==> src/rtl/pll_reconfig_pkg.sv <==
// Shared types for the PLL reconfiguration controller: FSM states, DRP register
// addresses and the CLKOUT0 divide-value encoder.
package pll_reconfig_pkg;

    typedef enum logic [3:0] {
        IDLE,
        HOLD,
        RD1,
        WT_RD1,
        WR1,
        WT_WR1,
        RD2,
        WT_RD2,
        WR2,
        WT_WR2,
        RELEASE,
        WAIT_LOCK
    } state_t;

    localparam logic [6:0] ADDR_CLKREG1 = 7'h08;
    localparam logic [6:0] ADDR_CLKREG2 = 7'h09;

    typedef struct packed {
        logic [5:0] high;
        logic [5:0] low;
        logic       edge_bit;
        logic       nocount;
    } div_enc_t;

    function automatic div_enc_t encode_div(input logic [6:0] d);
        div_enc_t e;
        e.nocount  = (d == 7'd1);
        e.edge_bit = d[0];
        if (e.nocount) begin
            e.high = 6'd1;
            e.low  = 6'd1;
        end else begin
            e.high = d[6:1];
            e.low  = 6'(d - {1'b0, d[6:1]});
        end
        return e;
    endfunction

endpackage

==> src/rtl/pll_drp_access.sv <==
// Single DRP read/write: strobe driven from the caller's registered start, wait
// for drdy, optional drdy timeout when PLL_RECONFIG_TIMEOUT_EN is defined.
module pll_drp_access
    import pll_reconfig_pkg::*;
#(
    parameter int unsigned DRDY_TIMEOUT = 255
) (
    input  logic        clk_i,
    input  logic        rst_i,
    input  logic        start_i,
    input  logic        we_i,
    input  logic [6:0]  addr_i,
    input  logic [15:0] di_i,
    input  logic        drp_drdy_i,
    output logic        drp_den_o,
    output logic        drp_dwe_o,
    output logic [6:0]  drp_addr_o,
    output logic [15:0] drp_di_o,
    output logic        ack_o,
    output logic        tmo_o
);

    logic pend_q;

    assign drp_den_o  = start_i;
    assign drp_dwe_o  = start_i & we_i;
    assign drp_addr_o = addr_i;
    assign drp_di_o   = di_i;
    // drdy only counts while an access is outstanding
    assign ack_o      = pend_q & drp_drdy_i;

`ifdef PLL_RECONFIG_TIMEOUT_EN
    localparam int unsigned CW = (DRDY_TIMEOUT > 1) ? $clog2(DRDY_TIMEOUT) : 1;

    logic [CW-1:0] cnt_q;

    assign tmo_o = pend_q & ~drp_drdy_i & (cnt_q == CW'(DRDY_TIMEOUT - 1));

    always_ff @(posedge clk_i) begin
        if (rst_i) begin
            pend_q <= 1'b0;
            cnt_q  <= '0;
        end else if (start_i) begin
            pend_q <= 1'b1;
            cnt_q  <= '0;
        end else if (pend_q) begin
            if (ack_o || tmo_o) pend_q <= 1'b0;
            else                cnt_q  <= cnt_q + CW'(1);
        end
    end
`else
    assign tmo_o = 1'b0;

    // Timeout value has no effect in this build; kept so overrides still resolve.
    if (DRDY_TIMEOUT == 0) begin : g_drdy_timeout_inert
    end

    always_ff @(posedge clk_i) begin
        if (rst_i)        pend_q <= 1'b0;
        else if (start_i) pend_q <= 1'b1;
        else if (ack_o)   pend_q <= 1'b0;
    end
`endif

endmodule

==> src/rtl/pll_reconfig_ctrl.sv <==
// PLL CLKOUT0 divide reconfiguration over DRP with PLL reset sequencing.
// Optional timeouts on drdy and lock: define PLL_RECONFIG_TIMEOUT_EN.
module pll_reconfig_ctrl
    import pll_reconfig_pkg::*;
#(
    parameter int unsigned DRDY_TIMEOUT = 255,
    parameter int unsigned LOCK_TIMEOUT = 65535,
    parameter int unsigned RST_HOLD     = 16
) (
    input  logic        clk_i,
    input  logic        rst_i,
    input  logic        req_valid_i,
    input  logic [6:0]  req_div_i,
    output logic        req_ready_o,
    output logic        done_o,
    output logic        error_o,
    output logic        busy_o,
    output logic        locked_o,
    output logic        pll_rst_o,
    input  logic        pll_locked_i,
    output logic [6:0]  drp_addr_o,
    output logic        drp_den_o,
    output logic        drp_dwe_o,
    output logic [15:0] drp_di_o,
    input  logic [15:0] drp_do_i,
    input  logic        drp_drdy_i
);

    localparam int unsigned HW = (RST_HOLD > 1) ? $clog2(RST_HOLD) : 1;

    state_t        state_q;
    logic [6:0]    div_q;
    logic [HW-1:0] hold_cnt_q;
    logic [1:0]    ign_q;
    logic          meta_q, sync_q;
    logic          pll_rst_q, done_q, error_q;
    logic          start_q, we_q;
    logic [6:0]    addr_q;
    logic [15:0]   di_q;
    logic          acc_ack, acc_tmo, lock_tmo;
    div_enc_t      enc;
    logic          unused_do;

    assign enc       = encode_div(div_q);
    // ClkReg2 bits [7:6] are replaced by edge/nocount, never read back
    assign unused_do = ^drp_do_i[7:6];

    assign req_ready_o = (state_q == IDLE);
    assign busy_o      = (state_q != IDLE);
    assign locked_o    = sync_q & (state_q == IDLE);
    assign pll_rst_o   = pll_rst_q;
    assign done_o      = done_q;
    assign error_o     = error_q;

    pll_drp_access #(
        .DRDY_TIMEOUT(DRDY_TIMEOUT)
    ) u_drp (
        .clk_i      (clk_i),
        .rst_i      (rst_i),
        .start_i    (start_q),
        .we_i       (we_q),
        .addr_i     (addr_q),
        .di_i       (di_q),
        .drp_drdy_i (drp_drdy_i),
        .drp_den_o  (drp_den_o),
        .drp_dwe_o  (drp_dwe_o),
        .drp_addr_o (drp_addr_o),
        .drp_di_o   (drp_di_o),
        .ack_o      (acc_ack),
        .tmo_o      (acc_tmo)
    );

`ifdef PLL_RECONFIG_TIMEOUT_EN
    localparam int unsigned LW = (LOCK_TIMEOUT > 1) ? $clog2(LOCK_TIMEOUT) : 1;

    logic [LW-1:0] lock_cnt_q;

    always_ff @(posedge clk_i) begin
        if (rst_i || state_q != WAIT_LOCK) lock_cnt_q <= '0;
        else                               lock_cnt_q <= lock_cnt_q + LW'(1);
    end

    assign lock_tmo = (state_q == WAIT_LOCK) && (lock_cnt_q == LW'(LOCK_TIMEOUT - 1));
`else
    assign lock_tmo = 1'b0;

    if (LOCK_TIMEOUT == 0) begin : g_lock_timeout_inert
    end
`endif

    always_ff @(posedge clk_i) begin
        if (rst_i) begin
            state_q    <= IDLE;
            div_q      <= '0;
            hold_cnt_q <= '0;
            ign_q      <= '0;
            meta_q     <= 1'b0;
            sync_q     <= 1'b0;
            pll_rst_q  <= 1'b0;
            done_q     <= 1'b0;
            error_q    <= 1'b0;
            start_q    <= 1'b0;
            we_q       <= 1'b0;
            addr_q     <= '0;
            di_q       <= '0;
        end else begin
            meta_q  <= pll_locked_i;
            sync_q  <= meta_q;
            done_q  <= 1'b0;
            error_q <= 1'b0;
            start_q <= 1'b0;
            if (acc_tmo) begin
                state_q   <= IDLE;
                error_q   <= 1'b1;
                pll_rst_q <= 1'b0;
            end else begin
                case (state_q)
                    IDLE: if (req_valid_i) begin
                        if (req_div_i == 7'd0 || req_div_i == 7'd127) begin
                            error_q <= 1'b1;
                        end else begin
                            div_q      <= req_div_i;
                            pll_rst_q  <= 1'b1;
                            hold_cnt_q <= '0;
                            state_q    <= HOLD;
                        end
                    end
                    HOLD: begin
                        if (hold_cnt_q == HW'(RST_HOLD - 1)) begin
                            state_q <= RD1;
                            start_q <= 1'b1;
                            we_q    <= 1'b0;
                            addr_q  <= ADDR_CLKREG1;
                            di_q    <= '0;
                        end else begin
                            hold_cnt_q <= hold_cnt_q + HW'(1);
                        end
                    end
                    RD1: state_q <= WT_RD1;
                    WT_RD1: if (acc_ack) begin
                        state_q <= WR1;
                        start_q <= 1'b1;
                        we_q    <= 1'b1;
                        di_q    <= {drp_do_i[15:12], enc.high, enc.low};
                    end
                    WR1: state_q <= WT_WR1;
                    WT_WR1: if (acc_ack) begin
                        state_q <= RD2;
                        start_q <= 1'b1;
                        we_q    <= 1'b0;
                        addr_q  <= ADDR_CLKREG2;
                        di_q    <= '0;
                    end
                    RD2: state_q <= WT_RD2;
                    WT_RD2: if (acc_ack) begin
                        state_q <= WR2;
                        start_q <= 1'b1;
                        we_q    <= 1'b1;
                        di_q    <= {drp_do_i[15:8], enc.edge_bit, enc.nocount, drp_do_i[5:0]};
                    end
                    WR2: state_q <= WT_WR2;
                    WT_WR2: if (acc_ack) begin
                        state_q   <= RELEASE;
                        pll_rst_q <= 1'b0;
                    end
                    RELEASE: begin
                        state_q <= WAIT_LOCK;
                        ign_q   <= '0;
                    end
                    WAIT_LOCK: begin
                        if (ign_q == 2'd2 && sync_q) begin
                            done_q  <= 1'b1;
                            state_q <= IDLE;
                        end else if (lock_tmo) begin
                            error_q <= 1'b1;
                            state_q <= IDLE;
                        end else if (ign_q != 2'd2) begin
                            ign_q <= ign_q + 2'd1;
                        end
                    end
                    default: state_q <= IDLE;
                endcase
            end
        end
    end

endmodule

==> config.mk <==
export PLATFORM = sky130hd
export DESIGN_NAME = pll_reconfig_ctrl
export DESIGN_NICKNAME = d
export VERILOG_FILES = /design/src/rtl/pll_reconfig_pkg.sv /design/src/rtl/pll_drp_access.sv /design/src/rtl/pll_reconfig_ctrl.sv
export SDC_FILE = /design/constraint.sdc
export NUM_CORES = 1
export LEC_CHECK = 0
export CAP_MARGIN = 20
export CORE_AREA = 10 10 79 81
export CTS_BUF_LIST = sky130_fd_sc_hd__clkbuf_8 sky130_fd_sc_hd__clkbuf_16
export DETAILED_ROUTE_END_ITERATION = 16
export DIE_AREA = 0 0 89 91
export HOLD_SLACK_MARGIN = 0.02
export PLACE_DENSITY = 0.77
export SLEW_MARGIN = 10
export SYNTH_ARGS = -nofsm -noshare
export SYNTH_HDL_FRONTEND = slang
export SYNTH_SLANG_ARGS = --single-unit
==> constraint.sdc <==
create_clock -name clk_i -period 2.3 [get_ports clk_i]
set_clock_uncertainty 0.1 [all_clocks]
set_input_delay 0.69 -clock clk_i [delete_from_list [all_inputs] [get_ports clk_i]]
set_output_delay 0.69 -clock clk_i [all_outputs]
set_load 0.02 [all_outputs]
==> summary by stage <==
Power
In this run the static leakage power is 0.00119 µW. The peak supply drop is 452 µV. In this run switching power makes up 36.5% of total power. The fraction of power consumed by sequential logic is 34.7%. The power dissipated by switching net loads is 919 µW. Overall power consumption after layout is estimated at 2510 µW. Of the total power, the clock network draws 18.7%.

The power share of the combinational group is 46.6%. The power per cell area is 825 nW/µm². The internal power consumption is 1600 µW.

Logic synthesis
The number of warnings issued by yosys is 0. In this run the biggest area consumer among cell types represents 39.5% of the synthesized area. In this run the mean area of a mapped cell was 8.55 µm². The commonest register cell after synthesis is sky130_fd_sc_hd__dfxtp_1.

The synthesized design contains 0 enable-type register cells. After synthesis, the most frequently instantiated cells are sky130_fd_sc_hd__dfxtp_1, sky130_fd_sc_hd__nor2_1, sky130_fd_sc_hd__inv_1. The cell type contributing the most total cell area after synthesis is sky130_fd_sc_hd__dfxtp_1. The synthesized instance count is 255.

By instance count, the leading cell after synthesis is sky130_fd_sc_hd__dfxtp_1. After synthesis, the cell types taking the most area are sky130_fd_sc_hd__dfxtp_1, sky130_fd_sc_hd__ha_1, sky130_fd_sc_hd__nor2_1. The share of the Yosys chip area taken by registers is 39.5%. The cell area after technology mapping is 2180 µm².

The synthesized design contains 43 register bits. The share of flip-flops with an asynchronous set or reset after synthesis is 0%. Yosys mapped the design onto 51 distinct sky130hd cell types.

Global routing
The number of antenna violations at the first check in global routing was 0. The final global-route overflow total is 0. The number of global-route vias before repair is 2105. The first global-routing pass estimated 9.92 mm of wire. The maximum number of pins on one net before global-route repair is 24.

The overall routing resource usage is 14.9%.

Worst setup path
The data arrival time of the critical path is 1.47 ns. Along the worst path, the maximum fanout reaches 2. The kind of capture point of the worst setup path is a primary output. The required time reported for the critical path endpoint is 1.51 ns. The critical path class is reg2out. The worst setup path is launched from a flip-flop.

Finish
In the final layout, the share of cells above drive strength 1 is 16.9%. The final layout net count is 369. The number of antenna diodes in the final layout is 0. Compared with the post-synthesis result, the final layout area differs by 39.9%.

Routing
In the final routed layout, each cell accounts on average for 15.1 µm. The via total after detailed routing is 2057. The DRC violation count after routing is 0. The ratio of routed vias to standard cells is 5.34. The number of detailed-route iterations in the first pass is 4.

The aggregate routed wire length is 5.80 mm. The remaining antenna violation count after routing is 0. In this run, the number of DRC markers left after iteration 0 of detailed routing was 130.

CTS
In this run, post-CTS hold repair placed 0 buffers. The clock root buffer is sky130_fd_sc_hd__clkbuf_8. The H-tree was split into 2 levels. The clock drives 43 sinks. Clock-pin slew was measured on the worst setup and hold paths at 0.08 ns. In this run the deepest clock path goes through 2 buffers. Buffers inserted during clock tree synthesis total 5. The CTS tree is yes. The later-pin clock latency in the skew report is 0.30 ns.

Place
The detailed placement HPWL is 4.37 mm. The number of I/O port buffers is 51. The routability congestion estimate from global placement is 0.811.

Die
The vertical die dimension is 91 µm. The die outline area is 8100 µm². The starting density of the core is 46.8%. Row generation in the floorplan step produced 25 rows. 59 I/O pins were placed. The die is 89 µm wide. The placeable core region is 4660 µm².

STA
For the pin with the worst max-slew slack, the measured transition is 0.585 ns. Setup repair after global routing could not meet its margin everywhere. For this run, the top clock speed supported by timing is 0.442 GHz. Headroom to the max-slew limit came out at 60.9%. Setup violations remaining at the end of the flow were counted as 0. The smallest hold slack is 0.353 ns. The final critical-path share of the clock period is 98.4%. The number of hold violations in the final report came to 0.

The number of pins with negative max-slew slack in the final report is 0. The final critical path time including I/O delays and setup is 2.26 ns.

Flow run
Across the run, the number of max-cap violations was 0.

Outcome
The run finished with clean final reports.

Hold path
The type of the most critical hold path is reg2reg.
-- worst paths after layout --
path,startpoint,to,slack [ns],cells past startpoint
worst max-delay path,state_q[1],locked_o,0.04,4
worst min-delay path,meta_q,sync_q,0.35,1
worst max register to register,state_q[1],pll_rst_o,0.16,9
worst min register to register,meta_q,sync_q,0.35,1
-- area by class of cell --
type	instances	area [µm²]
clock buffers	5	68.8
clock inverters	3	16.3
fillers	389	1610
inverters	20	75.1
multi-input cells	177	1180
flip-flops and latches	43	863
well taps	54	67.6
repair buffers	83	778
-- per-stage QoR --
step / setup WS (ns) / std cells / util (%) / area, µm² / setup TNS [ns]
2_1_floorplan: 0.113 / 259 / - / 2190 / 0
3_3_place_gp: -0.469 / 373 / 62.2 / 2900 / -6.02
3_5_place_dp: -0.519 / 373 / 62.2 / 2900 / -6.99
4_1_cts: 0.000692 / 384 / 64.6 / 3010 / 0
5_1_grt: -0.0106 / 385 / 65.4 / 3050 / -0.0106
6_report: 0.0359 / 385 / 65.4 / 3050 / 0
-- worst max-delay path: stages, from the launching register on --
cell and delay (ns):
sky130_fd_sc_hd__dfxtp_2 0.32, sky130_fd_sc_hd__or4_4 0.54, sky130_fd_sc_hd__inv_2 0.07, sky130_fd_sc_hd__and2_4 0.13, sky130_fd_sc_hd__buf_6 0.11
-- layer usage --
| metal | part of all wire (%) | wire, µm | global-route usage, % |
|---|---|---|---|
| met1 | 43 | 2470 | 17.2 |
| met2 | 50 | 2920 | 25.7 |
| met3 | 5.1 | 298 | 3.13 |
| met4 | 1.9 | 109 | 6.10 |
| met5 | 0 | 0 | 0 |
-- flip-flops by register name, indices dropped and copies added (netlist names) --
register and cells:
state_q 4, sync_q 1, we_q 1, di_q 16
div_q 7, meta_q 1, pll_rst_o 1, done_o 1
addr_q 2, u_drp.pend_q 1, ign_q 2, error_o 1
hold_cnt_q 4, start_q 1
-- logic make-up after synthesis --
logic type	Yosys count	share of synthesized area, %
other cells	1	0.172
simple gates	101	24.2
fa+ha+maj	11	6.66
flops	43	39.5
compound gates	45	14.5
mux	9	4.13
xor+xnor	6	2.41
buf+inv	39	8.38
-- cell usage in the layout, fill, tap and decap left out, types with 4 or more instances in the layout --
cell,n
sky130_fd_sc_hd__a21oi_1,16
sky130_fd_sc_hd__a221oi_1,7
sky130_fd_sc_hd__and2_1,4
sky130_fd_sc_hd__buf_4,28
sky130_fd_sc_hd__buf_6,4
sky130_fd_sc_hd__clkbuf_8,5
sky130_fd_sc_hd__clkdlybuf4s50_1,44
sky130_fd_sc_hd__conb_1,5
sky130_fd_sc_hd__dfxtp_1,41
sky130_fd_sc_hd__ha_1,10
sky130_fd_sc_hd__inv_1,20
sky130_fd_sc_hd__mux2i_1,9
sky130_fd_sc_hd__nand2_1,14
sky130_fd_sc_hd__nand3_1,8
sky130_fd_sc_hd__nor2_1,32
sky130_fd_sc_hd__nor3_1,17
sky130_fd_sc_hd__o21ai_0,5
-- repair_timing --
item | in CTS | in global routing
setup buffers | 3 | 1
pin swaps | 4 | 3
endpoints found under the setup margin | 6 | 8
gates resized for setup | 22 | 10
-- power by group through the flow --
stage               combinational (µW)  sequential (µW)  clock (µW)
floorplan                          694              896           0
global placement                  1050              884           0
detailed placement                1080              888           0
CTS                               1120              871         474
global route                      1280              884         513
finish                            1170              873         471
No activity file was read; power rests on OpenSTA's default activity.
